### src/rtl/cache_way_sel_pipe_pkg.sv
// cache_way_sel_pipe_pkg: shared defaults, index types and tree pseudo-LRU helpers
package cache_way_sel_pipe_pkg;
  localparam int CACHE_WAYS = 2;
  localparam int CACHE_LINE_W = 128;
  localparam int CACHE_WORD_W = 32;
  localparam int CACHE_SETS = 256;
  typedef logic [2:0] way_idx_t;
  typedef logic [$clog2(CACHE_SETS)-1:0] set_idx_t;
  typedef logic [6:0] plru_t;
  // Heap-ordered tree: node n lives in bit n-1, children of n are 2n and 2n+1
  function automatic way_idx_t plru_victim(input plru_t s, input int ways);
    int n;
    n = 1;
    for (int m = ways >> 1; m > 0; m = m >> 1) n = 2 * n + int'(s[n-1]);
    return way_idx_t'(n - ways);
  endfunction
  function automatic plru_t plru_update(input plru_t s, input way_idx_t w, input int ways);
    plru_t r;
    logic d;
    int n;
    r = s;
    n = 1;
    for (int m = ways >> 1; m > 0; m = m >> 1) begin
      d = (int'(w) & m) != 0;
      r[n-1] = !d;
      n = 2 * n + int'(d);
    end
    return r;
  endfunction
endpackage

### src/rtl/cache_way_sel_pipe_if.sv
// cache_way_sel_pipe_if: lookup request and registered result handshake bundle
interface cache_way_sel_pipe_if
  import cache_way_sel_pipe_pkg::*;
#(
  parameter int WAYS = CACHE_WAYS,
  parameter int LINE_W = CACHE_LINE_W,
  parameter int WORD_W = CACHE_WORD_W,
  parameter int SETS = CACHE_SETS
);
  logic in_valid;
  logic in_ready;
  logic [WAYS-1:0] hit;
  logic [WAYS*LINE_W-1:0] r_data;
  logic [$clog2(SETS)-1:0] index;
  logic [$clog2(LINE_W/WORD_W)-1:0] offset;
  logic out_valid;
  logic out_ready;
  logic out_hit;
  logic [$clog2(WAYS)-1:0] out_way;
  logic [LINE_W-1:0] out_line;
  logic [WORD_W-1:0] out_word;
  logic out_multihit;
  modport master (
    output in_valid, hit, r_data, index, offset, out_ready,
    input in_ready, out_valid, out_hit, out_way, out_line, out_word, out_multihit
  );
  modport slave (
    input in_valid, hit, r_data, index, offset, out_ready,
    output in_ready, out_valid, out_hit, out_way, out_line, out_word, out_multihit
  );
endinterface

### src/rtl/cache_way_sel_pipe_plru_tree.sv
// cache_way_sel_pipe_plru_tree: per-set tree PLRU state, victim read, hit/fill update with fill priority
module cache_way_sel_pipe_plru_tree
  import cache_way_sel_pipe_pkg::*;
#(
  parameter int WAYS = CACHE_WAYS,
  parameter int SETS = CACHE_SETS
) (
  input  logic                    clk,
  input  logic                    rst,
  input  logic [$clog2(SETS)-1:0] rd_index,
  output logic [$clog2(WAYS)-1:0] victim,
  input  logic                    hit_en,
  input  logic [$clog2(SETS)-1:0] hit_index,
  input  logic [$clog2(WAYS)-1:0] hit_way,
  input  logic                    fill_en,
  input  logic [$clog2(SETS)-1:0] fill_index,
  input  logic [$clog2(WAYS)-1:0] fill_way
);
  localparam int NB = WAYS - 1;
  localparam int WW = $clog2(WAYS);
  logic [NB-1:0] state [SETS];
  assign victim = WW'(plru_victim(plru_t'(state[rd_index]), WAYS));
  always_ff @(posedge clk or posedge rst)
    if (rst)
      for (int s = 0; s < SETS; s++) state[s] <= '0;
    else begin
      if (hit_en && !(fill_en && fill_index == hit_index))
        state[hit_index] <= NB'(plru_update(plru_t'(state[hit_index]), way_idx_t'(hit_way), WAYS));
      if (fill_en)
        state[fill_index] <= NB'(plru_update(plru_t'(state[fill_index]), way_idx_t'(fill_way), WAYS));
    end
endmodule

### src/rtl/cache_way_sel_pipe.sv
// cache_way_sel_pipe: hit-way select, word extract and registered result; CACHE_MULTIHIT_CHK_EN adds multihit flag
module cache_way_sel_pipe
  import cache_way_sel_pipe_pkg::*;
#(
  parameter int WAYS = CACHE_WAYS,
  parameter int LINE_W = CACHE_LINE_W,
  parameter int WORD_W = CACHE_WORD_W,
  parameter int SETS = CACHE_SETS
) (
  input logic                    clk,
  input logic                    rst,
  cache_way_sel_pipe_if.slave    bus,
  input logic                    fill_valid,
  input logic [$clog2(SETS)-1:0] fill_index,
  input logic [$clog2(WAYS)-1:0] fill_way
);
  localparam int WW = $clog2(WAYS);
  logic accept;
  logic any_hit;
  logic [WW-1:0] sel_way;
  logic [WW-1:0] victim;
  logic [LINE_W-1:0] sel_line;
  logic [WORD_W-1:0] sel_word;
  assign bus.in_ready = !bus.out_valid || bus.out_ready;
  assign accept = bus.in_valid && bus.in_ready;
  assign any_hit = |bus.hit;
  // Later ways overwrite earlier ones, so the highest set hit bit wins
  always_comb begin
    sel_way = '0;
    sel_line = '0;
    for (int w = 0; w < WAYS; w++)
      if (bus.hit[w]) begin
        sel_way = WW'(w);
        sel_line = bus.r_data[w*LINE_W +: LINE_W];
      end
  end
  assign sel_word = sel_line[bus.offset*WORD_W +: WORD_W];
  cache_way_sel_pipe_plru_tree #(.WAYS(WAYS), .SETS(SETS)) u_plru (
    .clk        (clk),
    .rst        (rst),
    .rd_index   (bus.index),
    .victim     (victim),
    .hit_en     (accept && any_hit),
    .hit_index  (bus.index),
    .hit_way    (sel_way),
    .fill_en    (fill_valid),
    .fill_index (fill_index),
    .fill_way   (fill_way)
  );
  always_ff @(posedge clk or posedge rst)
    if (rst) begin
      bus.out_valid <= 1'b0;
      bus.out_hit <= 1'b0;
      bus.out_way <= '0;
      bus.out_line <= '0;
      bus.out_word <= '0;
    end else if (accept) begin
      bus.out_valid <= 1'b1;
      bus.out_hit <= any_hit;
      bus.out_way <= any_hit ? sel_way : victim;
      bus.out_line <= sel_line;
      bus.out_word <= sel_word;
    end else if (bus.out_ready)
      bus.out_valid <= 1'b0;
`ifdef CACHE_MULTIHIT_CHK_EN
  always_ff @(posedge clk or posedge rst)
    if (rst) bus.out_multihit <= 1'b0;
    else if (accept) bus.out_multihit <= $countones(bus.hit) > 1;
`else
  assign bus.out_multihit = 1'b0;
`endif
endmodule

### src/flat_wrapper.sv
// flat-port wrapper written by rule: the top's interface ports become plain ports
module cache_way_sel_pipe_flat import cache_way_sel_pipe_pkg::*;
#(
  parameter int WAYS = CACHE_WAYS,
  parameter int LINE_W = CACHE_LINE_W,
  parameter int WORD_W = CACHE_WORD_W,
  parameter int SETS = CACHE_SETS
)
  (clk, rst, fill_valid, fill_index, fill_way, bus_in_valid, bus_hit, bus_r_data, bus_index, bus_offset, bus_out_ready, bus_in_ready, bus_out_valid, bus_out_hit, bus_out_way, bus_out_line, bus_out_word, bus_out_multihit);
  cache_way_sel_pipe_if #(.WAYS(WAYS), .LINE_W(LINE_W), .WORD_W(WORD_W), .SETS(SETS)) bus_i ();
  input logic clk;
  input logic rst;
  input logic fill_valid;
  input logic [$clog2(SETS)-1:0] fill_index;
  input logic [$clog2(WAYS)-1:0] fill_way;
  input wire logic [$bits(bus_i.in_valid)-1:0] bus_in_valid;
  input wire logic [$bits(bus_i.hit)-1:0] bus_hit;
  input wire logic [$bits(bus_i.r_data)-1:0] bus_r_data;
  input wire logic [$bits(bus_i.index)-1:0] bus_index;
  input wire logic [$bits(bus_i.offset)-1:0] bus_offset;
  input wire logic [$bits(bus_i.out_ready)-1:0] bus_out_ready;
  output wire logic [$bits(bus_i.in_ready)-1:0] bus_in_ready;
  output wire logic [$bits(bus_i.out_valid)-1:0] bus_out_valid;
  output wire logic [$bits(bus_i.out_hit)-1:0] bus_out_hit;
  output wire logic [$bits(bus_i.out_way)-1:0] bus_out_way;
  output wire logic [$bits(bus_i.out_line)-1:0] bus_out_line;
  output wire logic [$bits(bus_i.out_word)-1:0] bus_out_word;
  output wire logic [$bits(bus_i.out_multihit)-1:0] bus_out_multihit;
  assign bus_i.in_valid = bus_in_valid;
  assign bus_i.hit = bus_hit;
  assign bus_i.r_data = bus_r_data;
  assign bus_i.index = bus_index;
  assign bus_i.offset = bus_offset;
  assign bus_i.out_ready = bus_out_ready;
  assign bus_in_ready = bus_i.in_ready;
  assign bus_out_valid = bus_i.out_valid;
  assign bus_out_hit = bus_i.out_hit;
  assign bus_out_way = bus_i.out_way;
  assign bus_out_line = bus_i.out_line;
  assign bus_out_word = bus_i.out_word;
  assign bus_out_multihit = bus_i.out_multihit;
  cache_way_sel_pipe #(.WAYS(WAYS), .LINE_W(LINE_W), .WORD_W(WORD_W), .SETS(SETS)) u_core (.clk(clk), .rst(rst), .bus(bus_i), .fill_valid(fill_valid), .fill_index(fill_index), .fill_way(fill_way));
endmodule
### config.mk
export PLATFORM = sky130hd
export DESIGN_NAME = cache_way_sel_pipe_flat
export DESIGN_NICKNAME = d
export VERILOG_FILES = /design/src/rtl/cache_way_sel_pipe_pkg.sv /design/src/rtl/cache_way_sel_pipe_if.sv /design/src/rtl/cache_way_sel_pipe_plru_tree.sv /design/src/rtl/cache_way_sel_pipe.sv /design/src/flat_wrapper.sv
export SDC_FILE = /design/constraint.sdc
export NUM_CORES = 1
export LEC_CHECK = 0
export CORE_AREA = 2 2 208 313
export DETAILED_ROUTE_END_ITERATION = 10
export DIE_AREA = 0 0 210 315
export GPL_ROUTABILITY_DRIVEN = 1
export PLACE_DENSITY_LB_ADDON = 0.1
export SYNTH_ARGS = -nofsm -noshare
export SYNTH_HDL_FRONTEND = slang
export SYNTH_SLANG_ARGS = --single-unit
### constraint.sdc
create_clock -name clk -period 14.6 [get_ports clk]
set_clock_uncertainty 0.1 [all_clocks]
set_input_delay 2.19 -clock clk [delete_from_list [all_inputs] [get_ports clk]]
set_output_delay 2.19 -clock clk [all_outputs]
set_load 0.01 [all_outputs]
==> flow_metrics.tcl, run 1 <==
set metrics [dict create \
    run_status "finished, final reports clean" \
    synth_area_um2 25200 \
    grt_pass1_vias 22900 \
    syn_inst 2585 \
    hold_violations 0 \
    cts_hold_buf 0 \
    post-cts-setup-buffers 0 \
    fmax_ghz 0.174 \
    yosysWarnings 0 \
    leakage_nw 12.5 \
    ys_types 44 \
    start_util_pct 39.5 \
    ant_nets 0 \
    syn_to_final_growth_pct 24.8 \
    cts_root_buf "clkbuf_16" \
    clk_pin_slew_ns 0.06 \
    cts-buffers-inserted 46 \
    first_pass_iters 7 \
    synth-seq-cells 419 \
    yosysTopAreaCell "dfrtp_1" \
    dr.first_iter.drc_count 2220 \
    dpl_cell_area_um2 29800 \
    p_per_area_nw_per_um2 104 \
    finalCriticalPeriod_ns 5.75 \
    finalSetupViolations 0 \
    rsz0062_at_grt "false" \
    timing.final.crit_share_pct 39.4 \
    clock-sinks 419 \
    met2_usage_pct 50.4 \
    gpl.final_weighted_congestion 0.942 \
    overflow 0 \
    critPathMaxFanout 5 \
    gr-usage-met3_pct 10.2 \
    worst_slew_pin_slew_ns 1.28 \
    async_flop_share_pct 100 \
    worstSetupPathType "in -> out" \
    tritoncts "done" \
    fin_area_um2 31400 \
    synthesis.nets 2867 \
    relSlewSlack_pct 14.3 \
    synth_edf_count 0 \
    grt_max_degree 169 \
    vias_per_cell 6.14 \
    timing.setup.tns_ns 0 \
    min-delay-start "u_core.bus.out_word[10]" \
    timing.rr.start "u_core.bus.out_valid" \
    crit_start "bus_out_ready" \
    synth_area_leaders "dfrtp_1 (42%), mux2i_1 (17%), mux4_2 (8.6%)" \
    port-buffer-count 445 \
    drive_above_1_share_pct 8.00 \
    avgSynthCellArea_um2 9.73 \
    met1_usage_pct 37.0 \
    rows 114 \
    grt.busiest_layer "met2" \
    cts_resized 0 \
    synth_ff_type "dfrtp_1" \
    track_usage_pct 31.0 \
    core_area_um2 63800 \
    avgRoutedWirePerCell_um 28.2 \
    drt-total-wl_mm 104 \
    vias 22700 \
    ys_seq_area_share_pct 41.7 \
    cap_violations 0 \
    required_ns 12.31 \
    vdd_drop_max_uv 88.0 \
    clk_path_buf_depth 3 \
    antenna_found_initial 19 \
    nFillCells 5842 \
    final_nets 3108 \
    place_hpwl_mm 70.3 \
    arrival_ns 3.46 \
    endpoint_kind "primary output" \
    fp.dieH_um 315 \
    min_path_type "reg -> reg" \
    startpoint_type "primary input" \
    drcViolationCount 0 \
    drv_slew 0 \
    num_io_pins 447 \
    htreeDepth 2 \
    grt_pass1_wl_mm 153 \
    clock_latency_ns 0.58 \
    die_area_um2 66200 \
    yosysTopAreaCellShare_pct 41.7 \
    die_w_um 210 \
]
==> cell usage in the layout, fill, tap and decap left out, drive strengths merged, types with 5 or more instances in the layout <==
master           n
clkdlybuf4s50  438
mux2i          424
dfrtp          419
nand2          324
nor2           246
o21ai          160
a22oi          159
mux4            96
nor3            96
nand3           95
clkbuf          62
nand4           48
a31oi           44
buf             38
o31ai           31
o311a           31
a21oi           17
diode           16
nand2b          16
nor4            14
or3             13
a221oi          13
nor2b           13
clkinv          12
xnor2            8
and3             8
clkinvlp         5
==> critical path, stage by stage <==
cell and delay, ns:
clkdlybuf4s50_1 0.44, nand2b_1 0.23, clkdlybuf4s50_1 0.59
==> through the flow <==
stage	setup slack, ns	instances	utilization, %	total power (W)	hold slack [ns]
floorplan	0.647	2585	-	0.00169	0.415
global placement	8.50	3590	46.8	0.00205	0.363
detailed placement	8.43	3590	46.8	0.00206	0.369
CTS	8.86	3673	49.2	0.00329	0.383
global route	8.69	3689	49.2	0.00339	0.403
finish	8.85	3689	49.2	0.00327	0.378
==> cell type report <==
| cell class | count | area [µm²] | area share, % |
|---|---|---|---|
| Antenna cell | 16 | 40.0 | 0.128 |
| Clock buffer | 62 | 1320 | 4.19 |
| Clock inverter | 21 | 218 | 0.693 |
| Inverter | 3 | 23.8 | 0.0757 |
| Multi-Input combinational cell | 1880 | 13600 | 43.3 |
| Sequential cell | 419 | 10500 | 33.4 |
| Tap cell | 812 | 1020 | 3.24 |
| Timing Repair Buffer | 476 | 4690 | 14.9 |
==> Yosys cell counts, drive strengths merged (8+ instances only) <==
cell type,count
nor4,14
a221oi,13
nand2,324
nor2b,13
a31oi,44
xnor2,8
nor2,246
buf,69
o311a,31
nand4,48
mux2i,424
nand2b,16
clkbuf,214
and3,8
o21ai,160
a22oi,159
nor3,96
mux4,96
nand3,95
a21oi,17
o31ai,31
dfrtp,419
or3,13
==> path summary, 6_finish.rpt <==
kind                                       endpoint  slack [ns]  cells after the start
min reg2reg                 u_core.bus.out_word[10]        0.38                      2
min                         u_core.bus.out_word[10]        0.38                      2
max reg2reg                u_core.u_plru.state[244]       10.81                      7
max                                    bus_in_ready        8.85                      3
min in group asynchronous   u_core.bus.out_line[98]        2.08                      2
max in group asynchronous   u_core.bus.out_line[76]        9.91                      4
==> where the power goes <==
group          switching (W)  internal, W
clock network       0.000521     0.000703
registers          0.0000727      0.00128
logic               0.000382     0.000313
total               0.000976      0.00230
==> metal layers <==
layer	vias up	part of all wire [%]
met5	-	0.044
met4	6	4.9
met3	228	10
met2	1184	48
met1	11300	37
li1	9948	-
==> logic make-up (layout without fill, tap and decap cells) <==
| group | count (synthesis) | count (layout) | share of synthesized area [%] |
|---|---|---|---|
| AND/OR/NAND/NOR | 884 | 884 | 15.5 |
| multiplexers | 520 | 520 | 25.5 |
| AO/OA/AOI/OAI | 467 | 467 | 12.5 |
| flip-flops | 419 | 419 | 41.7 |
| buffers and inverters | 286 | 562 | 4.62 |
| XOR/XNOR | 8 | 8 | 0.279 |
| other | 1 | 17 | 0.0149 |
==> registers in the layout, indices dropped and copies added, names as in the netlist <==
register	count
u_core.bus.out_way	1
u_core.bus.out_line	128
u_core.bus.out_hit	1
u_core.bus.out_word	32
u_core.bus.out_valid	1
u_core.u_plru.state	256
Note: power is estimated with default switching activity, not from simulation.
==> run 2: changes to the inputs <==
==> constraint.sdc (replaced) <==
create_clock -name clk -period 5.66 [get_ports clk]
set_clock_uncertainty 0.1 [all_clocks]
set_input_delay 0.849 -clock clk [delete_from_list [all_inputs] [get_ports clk]]
set_output_delay 0.849 -clock clk [all_outputs]
set_load 0.01 [all_outputs]
==> run 2 against run 1 <==
  * Worst hold slack worse by 0.0013 ns
  * Register-to-register slack worse by 8.2 ns
  * Clock-buffer cell count is 5 higher
  * Power increased to 2.6 times the previous value
  * Wire length is 0.97% higher
  * Sequential cell count unchanged
  * Sequential power grew to 2.6 times the previous value
  * Largest power group unchanged
==> flow_metrics.tcl, run 2 (same netlist as run 1, synthesis figures left out) <==
set metrics [dict create \
    vias_per_cell 6.16 \
    cap_violations 0 \
    r2r_slack_ns 2.65 \
    critPathMaxFanout 47 \
    place_hpwl_mm 71.4 \
    dpl_cell_area_um2 30000 \
    slowest_stage "nor3_1" \
    hold_violations 0 \
    die_w_um 210 \
    vdd_drop_max_uv 282 \
    worstRegToRegCells 6 \
    worst_slew_pin_slew_ns 1.18 \
    final_cell_mix "clkdlybuf4s50_1 (438), mux2i_1 (424), dfrtp_1 (419), nand2_1 (323), nor2_1 (244)" \
    rsz0062_at_grt "false" \
    post-place-cells 3604 \
    cts_root_buf "clkbuf_16" \
    required_ns 6.00 \
    dr.first_iter.drc_count 2244 \
    drive_above_1_share_pct 8.34 \
    ant_nets 0 \
    cts-buffers-inserted 47 \
    clk_path_buf_depth 3 \
    min-delay-start "u_core.bus.out_word[14]" \
    final_util_pct 49.5 \
    ff_latch_area_um2 10500 \
    first_pass_iters 6 \
    port-buffer-count 445 \
    worstReg2RegEnd "u_core.u_plru.state[247]" \
    die_area_um2 66200 \
    fp.dieH_um 315 \
    num_io_pins 447 \
    overflow 0 \
    holdPathEnd "u_core.bus.out_word[14]" \
    layout.cells.non_filler 3708 \
    crit_chain "buf_4 > nand2b_1 > nor3_1 > nand2_1 > or3_1 > a221oi_1 > a31oi_1" \
    track_usage_pct 31.3 \
    timing.final.crit_share_pct 64.1 \
    gpl.final_weighted_congestion 0.939 \
    start_util_pct 39.5 \
    hold_depth 2 \
    whs_ns 0.377 \
    core_area_um2 63800 \
    clock_latency_ns 0.60 \
    endpoint_kind "register" \
    relSlewSlack_pct 20.6 \
    drcViolationCount 0 \
    worstSetupPathType "in -> reg" \
    fin_area_um2 31600 \
    multi_input_area_um2 13600 \
    reg_top3 "u_core.u_plru.state (256), u_core.bus.out_line (128), u_core.bus.out_word (32)" \
    timing.rr.start "u_core.bus.out_valid" \
    arrival_ns 3.96 \
    run_status "finished, final reports clean" \
    nFillCells 5929 \
    grt_pass1_wl_mm 155 \
    leakage_nw 12.6 \
    finalCriticalPeriod_ns 3.63 \
    syn_to_final_growth_pct 25.5 \
    post-cts-setup-buffers 0 \
    regMostFlops "u_core.u_plru.state" \
    cts_hold_buf 0 \
    min_path_type "reg -> reg" \
    vias 22900 \
    drv_slew 0 \
    slowest_delay_ns 0.86 \
    p_per_area_nw_per_um2 269 \
    tritoncts "done" \
    startpoint_type "primary input" \
    htreeDepth 2 \
    grt_pass1_vias 23100 \
    finalPower_w 0.00849 \
    clk_pin_slew_ns 0.06 \
    drt-total-wl_mm 105 \
    cts_resized 0 \
    avgRoutedWirePerCell_um 28.3 \
    layout.cells.most_common "clkdlybuf4s50_1" \
    antenna_found_initial 24 \
    largest_reg_flops 256 \
    clock-sinks 419 \
    grt_max_degree 225 \
    final_nets 3123 \
    rows 114 \
    fmax_ghz 0.276 \
    finalSetupViolations 0 \
]
## run 2: cell count changes in the layout (fill, tap and decap cells not counted), sizes merged
cell	change
clkinvlp	-2
diode	+1
inv	-1
clkbuf	+5
clkinv	+2
buf	+14
## run 2: worst max-delay path by stage
stage	start	endpoint	slack, ns
after floorplan	rst	u_core.bus.out_hit	-0.94
after global placement	bus_index[0]	u_core.u_plru.state[190]	1.51
after detailed placement	bus_index[0]	u_core.u_plru.state[190]	1.49
after CTS	bus_index[0]	u_core.u_plru.state[190]	2.10
after global routing	bus_index[0]	u_core.u_plru.state[190]	1.90
final	bus_index[0]	u_core.u_plru.state[190]	2.03
## run 2: per-layer routing
layer	global-route usage (%)	share of wire [%]	vias up	wire length, µm
li1	-	-	9973	-
met1	37.2	37	11500	38800
met3	10.2	10	231	10800
met4	15.7	4.7	8	4890
met5	0	0.042	-	44
met2	50.8	48	1169	50400
## run 2: cell type report
type	count	share of cell area, %
clock inverters	20	0.698
diodes	17	0.135
flip-flops and latches	419	33.2
clock buffers	67	4.19
repair buffers	490	15.4
well taps	812	3.22
inverters	3	0.0634
multi-input cells	1880	43.1
## run 2: through the flow
stage	setup TNS [ns]	setup slack [ns]
after floorplan	-394.08	-0.941
after global placement	0	1.51
after detailed placement	0	1.49
after CTS	0	2.10
after global routing	0	1.90
final	0	2.03
## run 2: worst max-delay path: cells and delay by family
kind	cells	cell delay [ns]
compound gates	2	0.34
simple gates	4	1.97
buf+inv	1	0.78
## run 2: where the power goes
group,switching [W],total (W),leakage (nW),internal [W]
logic,0.000993,0.00181,6.23,0.000819
registers,0.000184,0.00349,5.57,0.00330
clock network,0.00137,0.00319,0.759,0.00181
